<file path="src/rtl/ps2_host_tx_pkg.sv">
// rtl/ps2_host_tx_pkg.sv - shared states, error codes and command bytes for the PS/2 host link
package ps2_host_tx_pkg;

    typedef enum logic [2:0] {
        ST_IDLE,
        ST_INHIBIT,
        ST_REQ,
        ST_WAIT1,
        ST_SHIFT,
        ST_ACK,
        ST_RECOV
    } ps2_tx_state_t;

    localparam logic [1:0] ERR_OK    = 2'b00;
    localparam logic [1:0] ERR_NOACK = 2'b01;
    localparam logic [1:0] ERR_TMO   = 2'b10;

    localparam logic [7:0] PS2_CMD_LEDS  = 8'hED;
    localparam logic [7:0] PS2_CMD_RESET = 8'hFF;
    localparam logic [7:0] PS2_CMD_ECHO  = 8'hEE;

    localparam logic [3:0] EDGE_LAST = 4'd11;

    function automatic longint us_to_cyc(input longint freq_hz, input longint us);
        return freq_hz * us / 1000000;
    endfunction

    function automatic logic odd_parity(input logic [7:0] d);
        return ~^d;
    endfunction

endpackage

</file>
<file path="src/rtl/ps2_line_sync.sv">
// rtl/ps2_line_sync.sv - two-flop synchronizers for the PS/2 lines plus clock falling-edge strobe
module ps2_line_sync (
    input  logic CLK,
    input  logic nCLR,
    input  logic ps2_clk_in,
    input  logic ps2_data_in,
    output logic clk_sync,
    output logic data_sync,
    output logic clk_fall
);

    logic clk_meta;
    logic data_meta;
    logic clk_hist;

    // Idle bus level is high, so reset to 1 to avoid a phantom edge after reset.
    always_ff @(posedge CLK or negedge nCLR) begin
        if (!nCLR) begin
            clk_meta  <= 1'b1;
            clk_sync  <= 1'b1;
            clk_hist  <= 1'b1;
            data_meta <= 1'b1;
            data_sync <= 1'b1;
        end else begin
            clk_meta  <= ps2_clk_in;
            clk_sync  <= clk_meta;
            clk_hist  <= clk_sync;
            data_meta <= ps2_data_in;
            data_sync <= data_meta;
        end
    end

    assign clk_fall = clk_hist & ~clk_sync;

endmodule

</file>
<file path="src/rtl/ps2_host_tx.sv">
// rtl/ps2_host_tx.sv - host-to-device PS/2 command byte transmitter with open-drain line enables
module ps2_host_tx #(
    parameter int CLK_FREQ     = 5000000,
    parameter int INHIBIT_US   = 120,
    parameter int START_TMO_US = 15000,
    parameter int FRAME_TMO_US = 2000
) (
    input  logic       CLK,
    input  logic       nCLR,
    input  logic [7:0] tx_data,
    input  logic       tx_valid,
    output logic       tx_ready,
    input  logic       ps2_clk_in,
    input  logic       ps2_data_in,
    output logic       ps2_clk_oe,
    output logic       ps2_data_oe,
    output logic       busy,
    output logic       done,
    output logic [1:0] err
);
    import ps2_host_tx_pkg::*;

    localparam longint INHIBIT_CYC = us_to_cyc(CLK_FREQ, INHIBIT_US);
    localparam longint START_CYC   = us_to_cyc(CLK_FREQ, START_TMO_US);
    localparam longint FRAME_CYC   = us_to_cyc(CLK_FREQ, FRAME_TMO_US);
    localparam int     CNT_W       = $clog2(INHIBIT_CYC + START_CYC + FRAME_CYC);

    localparam logic [CNT_W-1:0] INHIBIT_LAST = CNT_W'(INHIBIT_CYC - 1);
    localparam logic [CNT_W-1:0] START_LAST   = CNT_W'(START_CYC - 1);
    localparam logic [CNT_W-1:0] FRAME_LAST   = CNT_W'(FRAME_CYC - 1);

    ps2_tx_state_t    state;
    logic [CNT_W-1:0] cnt;
    logic [3:0]       edge_cnt;
    logic [3:0]       edge_next;
    logic [8:0]       shreg;
    logic [1:0]       err_rec;
    logic             clk_sync;
    logic             data_sync;
    logic             clk_fall;
    logic             tmo;

    ps2_line_sync u_sync (
        .CLK         (CLK),
        .nCLR        (nCLR),
        .ps2_clk_in  (ps2_clk_in),
        .ps2_data_in (ps2_data_in),
        .clk_sync    (clk_sync),
        .data_sync   (data_sync),
        .clk_fall    (clk_fall)
    );

    assign edge_next = (edge_cnt == EDGE_LAST) ? edge_cnt : edge_cnt + 4'd1;

    // An edge landing on the final count still counts as on time.
    always_comb begin
        tmo = 1'b0;
        if (!clk_fall) begin
            if (state == ST_WAIT1)
                tmo = (cnt == START_LAST);
            else if (state == ST_SHIFT || state == ST_ACK)
                tmo = (cnt == FRAME_LAST);
        end
    end

    always_ff @(posedge CLK or negedge nCLR) begin
        if (!nCLR) begin
            state       <= ST_IDLE;
            cnt         <= '0;
            edge_cnt    <= '0;
            shreg       <= '0;
            err_rec     <= ERR_OK;
            tx_ready    <= 1'b1;
            busy        <= 1'b0;
            done        <= 1'b0;
            err         <= ERR_OK;
            ps2_clk_oe  <= 1'b0;
            ps2_data_oe <= 1'b0;
        end else begin
            done <= 1'b0;
            if (tmo) begin
                ps2_clk_oe  <= 1'b0;
                ps2_data_oe <= 1'b0;
                done        <= 1'b1;
                err         <= ERR_TMO;
                busy        <= 1'b0;
                state       <= ST_IDLE;
            end else begin
                case (state)
                    ST_IDLE: begin
                        tx_ready <= 1'b1;
                        if (tx_valid && tx_ready) begin
                            shreg      <= {odd_parity(tx_data), tx_data};
                            tx_ready   <= 1'b0;
                            busy       <= 1'b1;
                            ps2_clk_oe <= 1'b1;
                            cnt        <= '0;
                            edge_cnt   <= '0;
                            state      <= ST_INHIBIT;
                        end
                    end
                    ST_INHIBIT: begin
                        if (cnt == INHIBIT_LAST) begin
                            ps2_data_oe <= 1'b1;
                            state       <= ST_REQ;
                        end else begin
                            cnt <= cnt + 1'b1;
                        end
                    end
                    ST_REQ: begin
                        ps2_clk_oe <= 1'b0;
                        cnt        <= '0;
                        state      <= ST_WAIT1;
                    end
                    ST_WAIT1: begin
                        if (clk_fall) begin
                            edge_cnt    <= 4'd1;
                            ps2_data_oe <= ~shreg[0];
                            shreg       <= {1'b0, shreg[8:1]};
                            cnt         <= '0;
                            state       <= ST_SHIFT;
                        end else begin
                            cnt <= cnt + 1'b1;
                        end
                    end
                    ST_SHIFT: begin
                        cnt <= cnt + 1'b1;
                        if (clk_fall) begin
                            edge_cnt <= edge_next;
                            // Edges 2..9 carry data bits 1..7 and parity; edge 10 frees the line for stop.
                            if (edge_cnt == 4'd9) begin
                                ps2_data_oe <= 1'b0;
                                state       <= ST_ACK;
                            end else begin
                                ps2_data_oe <= ~shreg[0];
                                shreg       <= {1'b0, shreg[8:1]};
                            end
                        end
                    end
                    ST_ACK: begin
                        cnt <= cnt + 1'b1;
                        if (clk_fall) begin
                            edge_cnt <= edge_next;
                            err_rec  <= data_sync ? ERR_NOACK : ERR_OK;
                            state    <= ST_RECOV;
                        end
                    end
                    ST_RECOV: begin
                        if (clk_sync && data_sync) begin
                            done  <= 1'b1;
                            err   <= err_rec;
                            busy  <= 1'b0;
                            state <= ST_IDLE;
                        end
                    end
                    default: begin
                        ps2_clk_oe  <= 1'b0;
                        ps2_data_oe <= 1'b0;
                        busy        <= 1'b0;
                        state       <= ST_IDLE;
                    end
                endcase
            end
        end
    end

endmodule

</file>
<file path="config.mk">
export PLATFORM = sky130hd
export DESIGN_NAME = ps2_host_tx
export DESIGN_NICKNAME = d
export VERILOG_FILES = /design/src/rtl/ps2_host_tx_pkg.sv /design/src/rtl/ps2_line_sync.sv /design/src/rtl/ps2_host_tx.sv
export SDC_FILE = /design/constraint.sdc
export NUM_CORES = 1
export LEC_CHECK = 0
export CAP_MARGIN = 5
export CORE_MARGIN = 1.5
export CORE_UTILIZATION = 53
export CTS_BUF_LIST = sky130_fd_sc_hd__clkbuf_16
export DETAILED_ROUTE_END_ITERATION = 6
export PLACE_DENSITY = 0.8
export RECOVER_POWER = 100
export SLEW_MARGIN = 5
export SYNTH_ARGS = -nofsm -noshare
export SYNTH_HDL_FRONTEND = slang
export SYNTH_SLANG_ARGS = --single-unit
</file>
<file path="constraint.sdc">
create_clock -name CLK -period 2.4 [get_ports CLK]
set_input_delay 0.72 -clock CLK [delete_from_list [all_inputs] [get_ports CLK]]
set_output_delay 0.72 -clock CLK [all_outputs]
set_load 0.05 [all_outputs]
</file>
### Yosys cells after proc, flatten, opt, wreduce, memory -nomap -nowiden

Index checks and enable logic that the tools add are counted.

| cells by class | value |
|---|---|
| $add $sub $neg | 2 |
| multipliers | 0 |
| div/mod/pow operators | 0 |
| $lt $le $gt $ge | 0 |
| equal/unequal tests | 28 |
| shift operators | 0 |
| muxes and demuxes | 46 |
| bitwise logic cells | 4 |
| reductions and logical operators | 24 |

Operator list:

| operator | number |
|---|---|
| 17-bit case mux with 5 select lines | 1 |
| 17-bit two-way mux | 3 |
| 9-bit two-way mux | 4 |
| 9-bit case mux with 3 select lines | 1 |
| 3-bit two-way mux | 8 |
| 3-bit case mux with 7 select lines | 1 |
| 3-bit inequality test, second input constant | 6 |
| 17-bit by 1-bit adder with 17-bit output, second input constant | 1 |
| 17-bit by 10-bit == test with 1-bit output, second input constant | 1 |
| 17-bit by 14-bit == test with 1-bit output, second input constant | 1 |
| 17-bit == test, second input constant | 1 |
| 1-bit two-way mux | 17 |
| 4-bit two-way mux | 4 |
| 2-bit inequality test, second input constant | 6 |
| 4-bit case mux with 3 select lines | 1 |
| 6-bit AND reduction | 2 |
| 5-bit OR reduction | 2 |
| 3-bit == test, second input constant | 3 |
| 4-bit == test, second input constant | 2 |
| 2-bit by 1-bit inequality test with 1-bit output, second input constant | 4 |
| 4-bit AND reduction | 2 |
| 8-bit XNOR reduction | 1 |
| 7-bit AND reduction | 1 |
| 3-bit by 2-bit == test with 1-bit output, second input constant | 2 |
| 19 further kinds | 29 |

| storage, ports and cells | value |
|---|---|
| flip-flop bits (word level) | 47 |
| latch bits | 0 |
| memory bits (writable) | 0 |
| memory bits (read-only) | 0 |
| bits of input ports | 13 |
| output and inout bits | 7 |
| word-level logic and storage cells | 120 |
| memories kept | 0 |

### Logic depth before layout (Yosys ltp)

Gate-level depths: netlist (run 1).

| depth | value |
|---|---|
| word-level depth | 7 |
| depth in mapped cells | 8 |
| gate-level depth less buffers | 8 |

### By module

Synthesis (run 1) repeated with hierarchy kept, for this count alone.

| unflattened totals | value |
|---|---|
| cells, all modules | 282 |
| area, all modules | 2571.2 sq um |

By module, submodules not included:

| module | times used | cells each | area an instance (sq um) | sequential area each (sq um) |
|---|---|---|---|---|
| ps2_host_tx | 1 | 276 | 2426.1 | 1027.2 |
| ps2_line_sync | 1 | 6 | 145.1 | 131.4 |

### Worst setup path before layout (run 1)

No wires, ideal clock.

| path | value |
|---|---|
| path kind | reg2reg |
| from | register cnt[0] |
| to | register cnt[5] |
| setup time | 0.124 ns |
| arrival | 1.757 ns |
| data required time | 2.276 ns |
| path slack | 0.519 ns |
| cell stages (with the launch flop) | 7 |
| path buffers | 0 |
| clock period less this slack | 1.881 ns |
| cell sequence | dfrtp_1 > ha_1 > and3_1 > and3_1 > o21ai_2 > nand3_2 > a211o_1 |

| on the way | value |
|---|---|
| longest elaborated chain between the ends | 6 |
| elaborated cells on any way between the ends | 13 |
| those cells by class | 1 x add/sub; 4 x eq/ne; 6 x mux; 1 x bitwise; 1 x reduce/logical |

RTL lines:

| element | line | source |
|---|---|---|
| start, declared | ps2_host_tx.sv:33 | `logic [CNT_W-1:0] cnt;` |
| start signal, assigned | ps2_host_tx.sv:107 | `cnt <= cnt + 1'b1;` |
| start signal, assigned | ps2_host_tx.sv:123 | `cnt <= cnt + 1'b1;` |
| start signal, assigned | ps2_host_tx.sv:127 | `cnt <= cnt + 1'b1;` |
| parallel branches: the longest is 6 deep, another holds 17-bit by 1-bit adder with 17-bit output | n/a |  |

Several ways; the timed one is not identified. The select of a mux whose other input is x is not followed.
A chain may end at the register's enable or synchronous reset.

### Final worst setup path (run 1)

| path | value |
|---|---|
| from | register ps2_data_oe |
| to | output ps2_data_oe |

RTL lines:

| element | line | source |
|---|---|---|
| start, declared | ps2_host_tx.sv:16 | `output logic ps2_data_oe,` |
| start signal, assigned | ps2_host_tx.sv:118 | `ps2_data_oe <= ~shreg[0];` |
| start signal, assigned | ps2_host_tx.sv:135 | `ps2_data_oe <= ~shreg[0];` |

No word-level cell between the ends.

==> results of run 1 <==
## area by class of cell
cell class	count	area share
Timing Repair Buffer	33	0.0962
Multi-Input combinational cell	212	0.454
Tap cell	67	0.0270
Clock buffer	5	0.0403
Sequential cell	46	0.373
Inverter	4	0.00483
Clock inverter	3	0.00523
## final timing paths
| path | start | to | slack [ns] | cells past startpoint |
|---|---|---|---|---|
| hold / removal | u_sync.data_meta$_DFF_PN1_ | u_sync.data_sync$_DFF_PN1_ | 0.36 | 0 |
| min in group asynchronous | nCLR | shreg[2]$_DFFE_PN0P_ | 0.75 | 2 |
| setup / recovery | ps2_data_oe$_DFFE_PN0P_ | ps2_data_oe | 0.1 | 1 |
| setup reg to reg | cnt[0]$_DFFE_PN0P_ | cnt[5]$_DFFE_PN0P_ | 0.17 | 6 |
| hold reg to reg | u_sync.data_meta$_DFF_PN1_ | u_sync.data_sync$_DFF_PN1_ | 0.36 | 0 |
| max in group asynchronous | nCLR | state[2]$_DFFE_PN0P_ | 0.97 | 2 |
## layer usage
layer | global-route usage | part of all wire | vias up
li1 | - | - | 1077
met1 | 0.335 | 0.47 | 1100
met2 | 0.363 | 0.47 | 62
met3 | 0.0302 | 0.050 | 6
met4 | 0.0679 | 0.0094 | 0
met5 | 0 | 0 | -
## cell families after synthesis
family                     Yosys count
and+or+nand+nor                    105
muxes                               19
xor gates and xnor gates             9
buffers and inverters               16
AOI/OAI and AO/OA                   76
DFF                                 46
adders and majority gates            3
## Yosys cell counts, drive strengths merged
library cell and n:
o311ai 1, nor3b 1, nor4b 1, nor2b 2, a2bb2oi 1, mux2 18, nand4 4, and2 1
a21boi 1, dfstp 6, o21ai 22, clkbuf 1, nand3b 4, or3 2, and4bb 1, mux2i 1
or2 1, o31ai 2, o32ai 1, o2bb2ai 2, a211o 2, a41oi 2, o21a 5, or4b 1
o22ai 1, a31oi 18, nand4bb 1, xor2 3, a22o 2, nand3 14, and3 8, nor3 10
inv 4, o211ai 2, nor2 17, ha 3, dfrtp 40, nor4 5, buf 11, xnor2 6
a21oi 13, a22oi 1, nand2b 6, nand2 26
## registers in the layout, indices dropped and copies added, names as in the netlist, 2 cells and up
register,cells
cnt,17
state,3
edge_cnt,4
err,2
shreg,9
## where the power goes
part / leakage [nW] / switching (mW) / total [mW] / internal, mW
combinational: 0.676 / 0.671 / 1.25 / 0.580
clock: 0.0672 / 0.283 / 0.663 / 0.380
sequential: 0.574 / 0.302 / 1.34 / 1.04
==> reports/qor.yml, run 1 <==
outcome:
  status: "finished, final reports clean"
place:
  place_hpwl_mm: 4.00
  placed_area_um2: 2990
  gp_congestion: 0.865
  port_buffers: 19
  dp.cells: 362
  place_ws_ns: 0.0744
logic_synthesis:
  synth_simple_gate_area_frac: 0.223
  yosys_warnings: 0
  syn_area_um2: 2660
  synth_top_cell_area_share: 0.377
  ys_seq_area_frac: 0.436
  synth_compound_area_frac: 0.186
  ys_seq_elements: 46
  synth_cells: 274
  muxShareOfSynthArea: 0.0801
  synth_area_leader_cell: "dfrtp_1"
  synthDistinctLibCells: 56
  syn_area_per_cell_um2: 9.69
  synthAdderAreaFrac: 0.0141
  synth_top_family_by_area: "simple AND/OR/NAND/NOR gates"
  synth_xor_area_frac: 0.0297
  synth_fp_nets: 290
  synthTopCellsByArea: "dfrtp_1, mux2_2, dfstp_2, a31oi_1, nand2_1"
cts:
  clock_path_buffers: 2
  cts_hold_buf: 0
  cts_resized: 0
  clockRootBuffer: "clkbuf_16"
  cts_tree: "built"
  postCtsSetupBuffers: 0
  numClockSinks: 46
  path_clk_slew_ns: 0.06
  insertion_delay_ns: 0.28
  htree_num_levels: 2
  cts_buffers: 5
sta:
  maxSlewViolCount: 0
  clock_skew_ns: 0.00384
  slew_headroom: 0.245
  final_hold_viol_count: 0
  clock.fmax_ghz: 0.434
  setup-tns-final_ns: 0
  rsz0062_at_grt: "false"
  worst_slack_ns: 0.0954
  finalCritPeriodShare: 0.960
  setup_viol: 0
  whs_ns: 0.358
  worst_slew_pin_slew_ns: 1.13
  post-route-min-period_ns: 2.30
critical_path:
  path_class: "reg2out"
  cpPeakStageDelay_ns: 0.90
  critical_path.top_delay_family: "buffers and inverters"
  worst-endpoint-arrival_ns: 1.58
  slowest_stage: "dlygate4sd3_1"
  endpoint_kind: "output port"
  startpoint_type: "register"
  critPathBufInv: 1
  crit_chain: "dlygate4sd3_1"
  crit_fanout: 4
  crit_required_ns: 1.68
pwr:
  power_density_nw_per_um2: 1050
  ir_worst_vdd_mv: 0.643
  p_leak_nw: 1.32
  finalPower_mw: 3.25
global_route:
  antenna_found_initial: 0
  gr-usage-all-layers: 0.231
  grt_pass1_wl_mm: 9.74
  overflow: 0
  grt_pass1_vias: 2058
  grt_max_degree: 47
detailed_routing:
  drt_iter0_markers: 175
  avgRoutedWirePerCell_um: 15.3
  vias: 2245
  wirelength_mm: 5.66
  drc: 0
  vias_per_cell: 6.07
  antenna_left: 0
  drt_first_pass_iters: 4
floorplan:
  start_util: 0.555
  ios: 20
  placementRows: 25
  die_y_um: 73.8
  die_w_um: 73.8
  core_um2: 4790
  die_area_um2: 5450
cells_and_area:
  fin_util: 0.649
  seq_area_um2: 1160
  post_layout_nonfiller_instances: 370
  finalNetCount: 318
  area_delta_synth_final_pct: 17.0
  design_area_um2: 3110
  layout-drive-gt1-share: 0.188
  layout_common_cells: "dfrtp_1, nand2_1, o21ai_0, a31oi_1, mux2_2"
  num-fill-cells: 391
  n_antenna_cell: 0
  multi_input_area_um2: 1410
  final_common_cell: "dfrtp_1"
job:
  cap_viol_max_count: 0
min_path:
  hold_class: "reg2reg"
(Power assumes the default switching activity.)
==> run 2: changes to the inputs <==
--- a/config.mk
+++ b/config.mk
@@ -7,10 +7,10 @@
 export LEC_CHECK = 0
 export CAP_MARGIN = 5
 export CORE_MARGIN = 1.5
-export CORE_UTILIZATION = 53
+export CORE_UTILIZATION = 58
 export CTS_BUF_LIST = sky130_fd_sc_hd__clkbuf_16
 export DETAILED_ROUTE_END_ITERATION = 6
-export PLACE_DENSITY = 0.8
+export PLACE_DENSITY = 0.86
 export RECOVER_POWER = 100
 export SLEW_MARGIN = 5
 export SYNTH_ARGS = -nofsm -noshare
==> run 2 against run 1 <==
  * Core utilization increased by 5.5 points
  * Sequential share of layout area increased by 0.26 points
  * Non-clock buffer count increased by 2
  * Register-to-register slack improved by 0.07 ns
  * Cell area decreased by 0.68%
  * Clock skew increased by 0.0022 ns
  * Maximum frequency increased by 0.48%
==> reports/qor.yml, run 2 (synthesis gave the netlist of run 1 again) <==
outcome:
  status: "finished, final reports clean"
detailed_routing:
  avgRoutedWirePerCell_um: 16.9
  drt_iter0_markers: 193
  vias: 2271
  drc: 0
  wirelength_mm: 6.04
  drt_first_pass_iters: 4
  vias_per_cell: 6.36
  antenna_left: 0
critical_path:
  worst_r2r_endpoint: "cnt[5]$_DFFE_PN0P_"
  crit_start: "ps2_data_oe$_DFFE_PN0P_"
  crit_chain: "dlygate4sd3_1"
  cpPeakStageDelay_ns: 0.89
  worst-endpoint-arrival_ns: 1.57
  crit_fanout: 4
  r2r_start: "state[1]$_DFFE_PN0P_"
  critical_path.top_delay_family: "buffers and inverters"
  slowest_stage: "dlygate4sd3_1"
  r2r_slack_ns: 0.24
  path_class: "reg2out"
  crit_required_ns: 1.68
  endpoint_kind: "output port"
  critPathBufInv: 1
  r2r_cells: 7
  startpoint_type: "register"
floorplan:
  die_area_um2: 4990
  placementRows: 24
  die_y_um: 70.7
  core_um2: 4380
  start_util: 0.606
  die_w_um: 70.7
  ios: 20
cells_and_area:
  finalNetCount: 320
  reg.largest.list: "cnt x17, shreg x9, edge_cnt x4"
  final_common_cell: "dfrtp_1"
  area_delta_synth_final_pct: 16.2
  num-fill-cells: 329
  design_area_um2: 3090
  fin_util: 0.704
  layout_common_cells: "dfrtp_1, nand2_1, o21ai_0, a31oi_1, mux2_2"
  largest_reg_flops: 17
  regMostFlops: "cnt"
  layout-drive-gt1-share: 0.184
  n_antenna_cell: 0
pwr:
  ir_worst_vdd_mv: 0.544
  p_leak_nw: 1.32
  power_density_nw_per_um2: 1060
global_route:
  gr-usage-all-layers: 0.261
  grt_pass1_vias: 2250
  antenna_found_initial: 0
  use_met2: 0.423
  met1_usage: 0.360
  overflow: 0
  grt_pass1_wl_mm: 10.3
  top_usage_layer: "met2"
  grt_max_degree: 23
  grt.met3_usage: 0.0470
sta:
  slew_headroom: 0.249
  post-route-min-period_ns: 2.29
  clock_skew_ns: 0.00605
  setup-tns-final_ns: 0
  maxSlewViolCount: 0
  rsz0062_at_grt: "false"
  setup_viol: 0
  final_hold_viol_count: 0
  clock.fmax_ghz: 0.436
  finalCritPeriodShare: 0.956
  worst_slew_pin_slew_ns: 1.13
cts:
  cts_buffers: 5
  numClockSinks: 46
  clockRootBuffer: "clkbuf_16"
  cts_hold_buf: 0
  clock_path_buffers: 2
  htree_num_levels: 2
  cts_tree: "built"
  postCtsSetupBuffers: 0
  path_clk_slew_ns: 0.07
  insertion_delay_ns: 0.29
min_path:
  hold_start: "u_sync.data_meta$_DFF_PN1_"
  hold_depth: 0
  hold_class: "reg2reg"
  min_to: "u_sync.data_sync$_DFF_PN1_"
job:
  cap_viol_max_count: 0
place:
  placed_area_um2: 2970
  place_hpwl_mm: 4.30
  port_buffers: 19
  gp_congestion: 1.05
run 2: changes by cell type in the layout (fill, tap and decap cells not counted), moves of 2 or more:
cell / previous run / this run
clkbuf_1: 3 / 6
buf_4: 9 / 11
nor2_1: 17 / 15
nor2_2: 0 / 2
run 2: worst max path at each step:
stage | to | slack, ns | cells past startpoint
final | ps2_data_oe | 0.11 | 1
after global routing | ps2_data_oe | 0.09 | 1
after CTS | shreg[3]$_DFFE_PN0P_ | 0.08 | 6
after detailed placement | shreg[3]$_DFFE_PN0P_ | 0.05 | 7
after global placement | shreg[1]$_DFFE_PN0P_ | 0.09 | 7
after floorplan | cnt[5]$_DFFE_PN0P_ | 0.52 | 6
run 2: worst register-to-register path: cells and delay by family (launching register included):
family	cells	cell delay (ns)
and+or+nand+nor	4	0.70
buffers and inverters	1	0.22
DFF	1	0.46
AOI/OAI and AO/OA	2	0.67
run 2: power by group:
part / switching, mW / internal, mW
sequential: 0.291 / 1.04
combinational: 0.706 / 0.572
clock: 0.294 / 0.382
run 2: final cells by class:
type | count | area (um2) | area share
inverters | 4 | 15.0 | 0.00486
repair buffers | 35 | 295 | 0.0957
clock inverters | 3 | 17.5 | 0.00567
clock buffers | 5 | 125 | 0.0405
flip-flops and latches | 46 | 1160 | 0.375
multi-input cells | 212 | 1410 | 0.457
well taps | 52 | 65.1 | 0.0211
run 2: metrics by stage:
step | setup WS (ns) | power (mW) | hold WS (ns) | instances
2_1_floorplan | 0.519 | 2.22 | 0.345 | 274
3_3_place_gp | 0.0924 | 2.55 | 0.346 | 349
3_5_place_dp | 0.0533 | 2.61 | 0.348 | 349
4_1_cts | 0.0815 | 3.31 | 0.311 | 357
5_1_grt | 0.0868 | 3.47 | 0.358 | 357
6_report | 0.106 | 3.28 | 0.357 | 357
run 2: layer usage:
layer  up-vias  part of all wire
met5         -                 0
met4         0             0.014
met3        13             0.054
met2        80              0.49
met1      1101              0.45
li1       1077                 -
run 2: what timing repair did:
item / in CTS / in global routing
endpoints found under the hold margin: 0 / 0
setup endpoints to repair: 0 / 9
gates resized for setup: 0 / 2
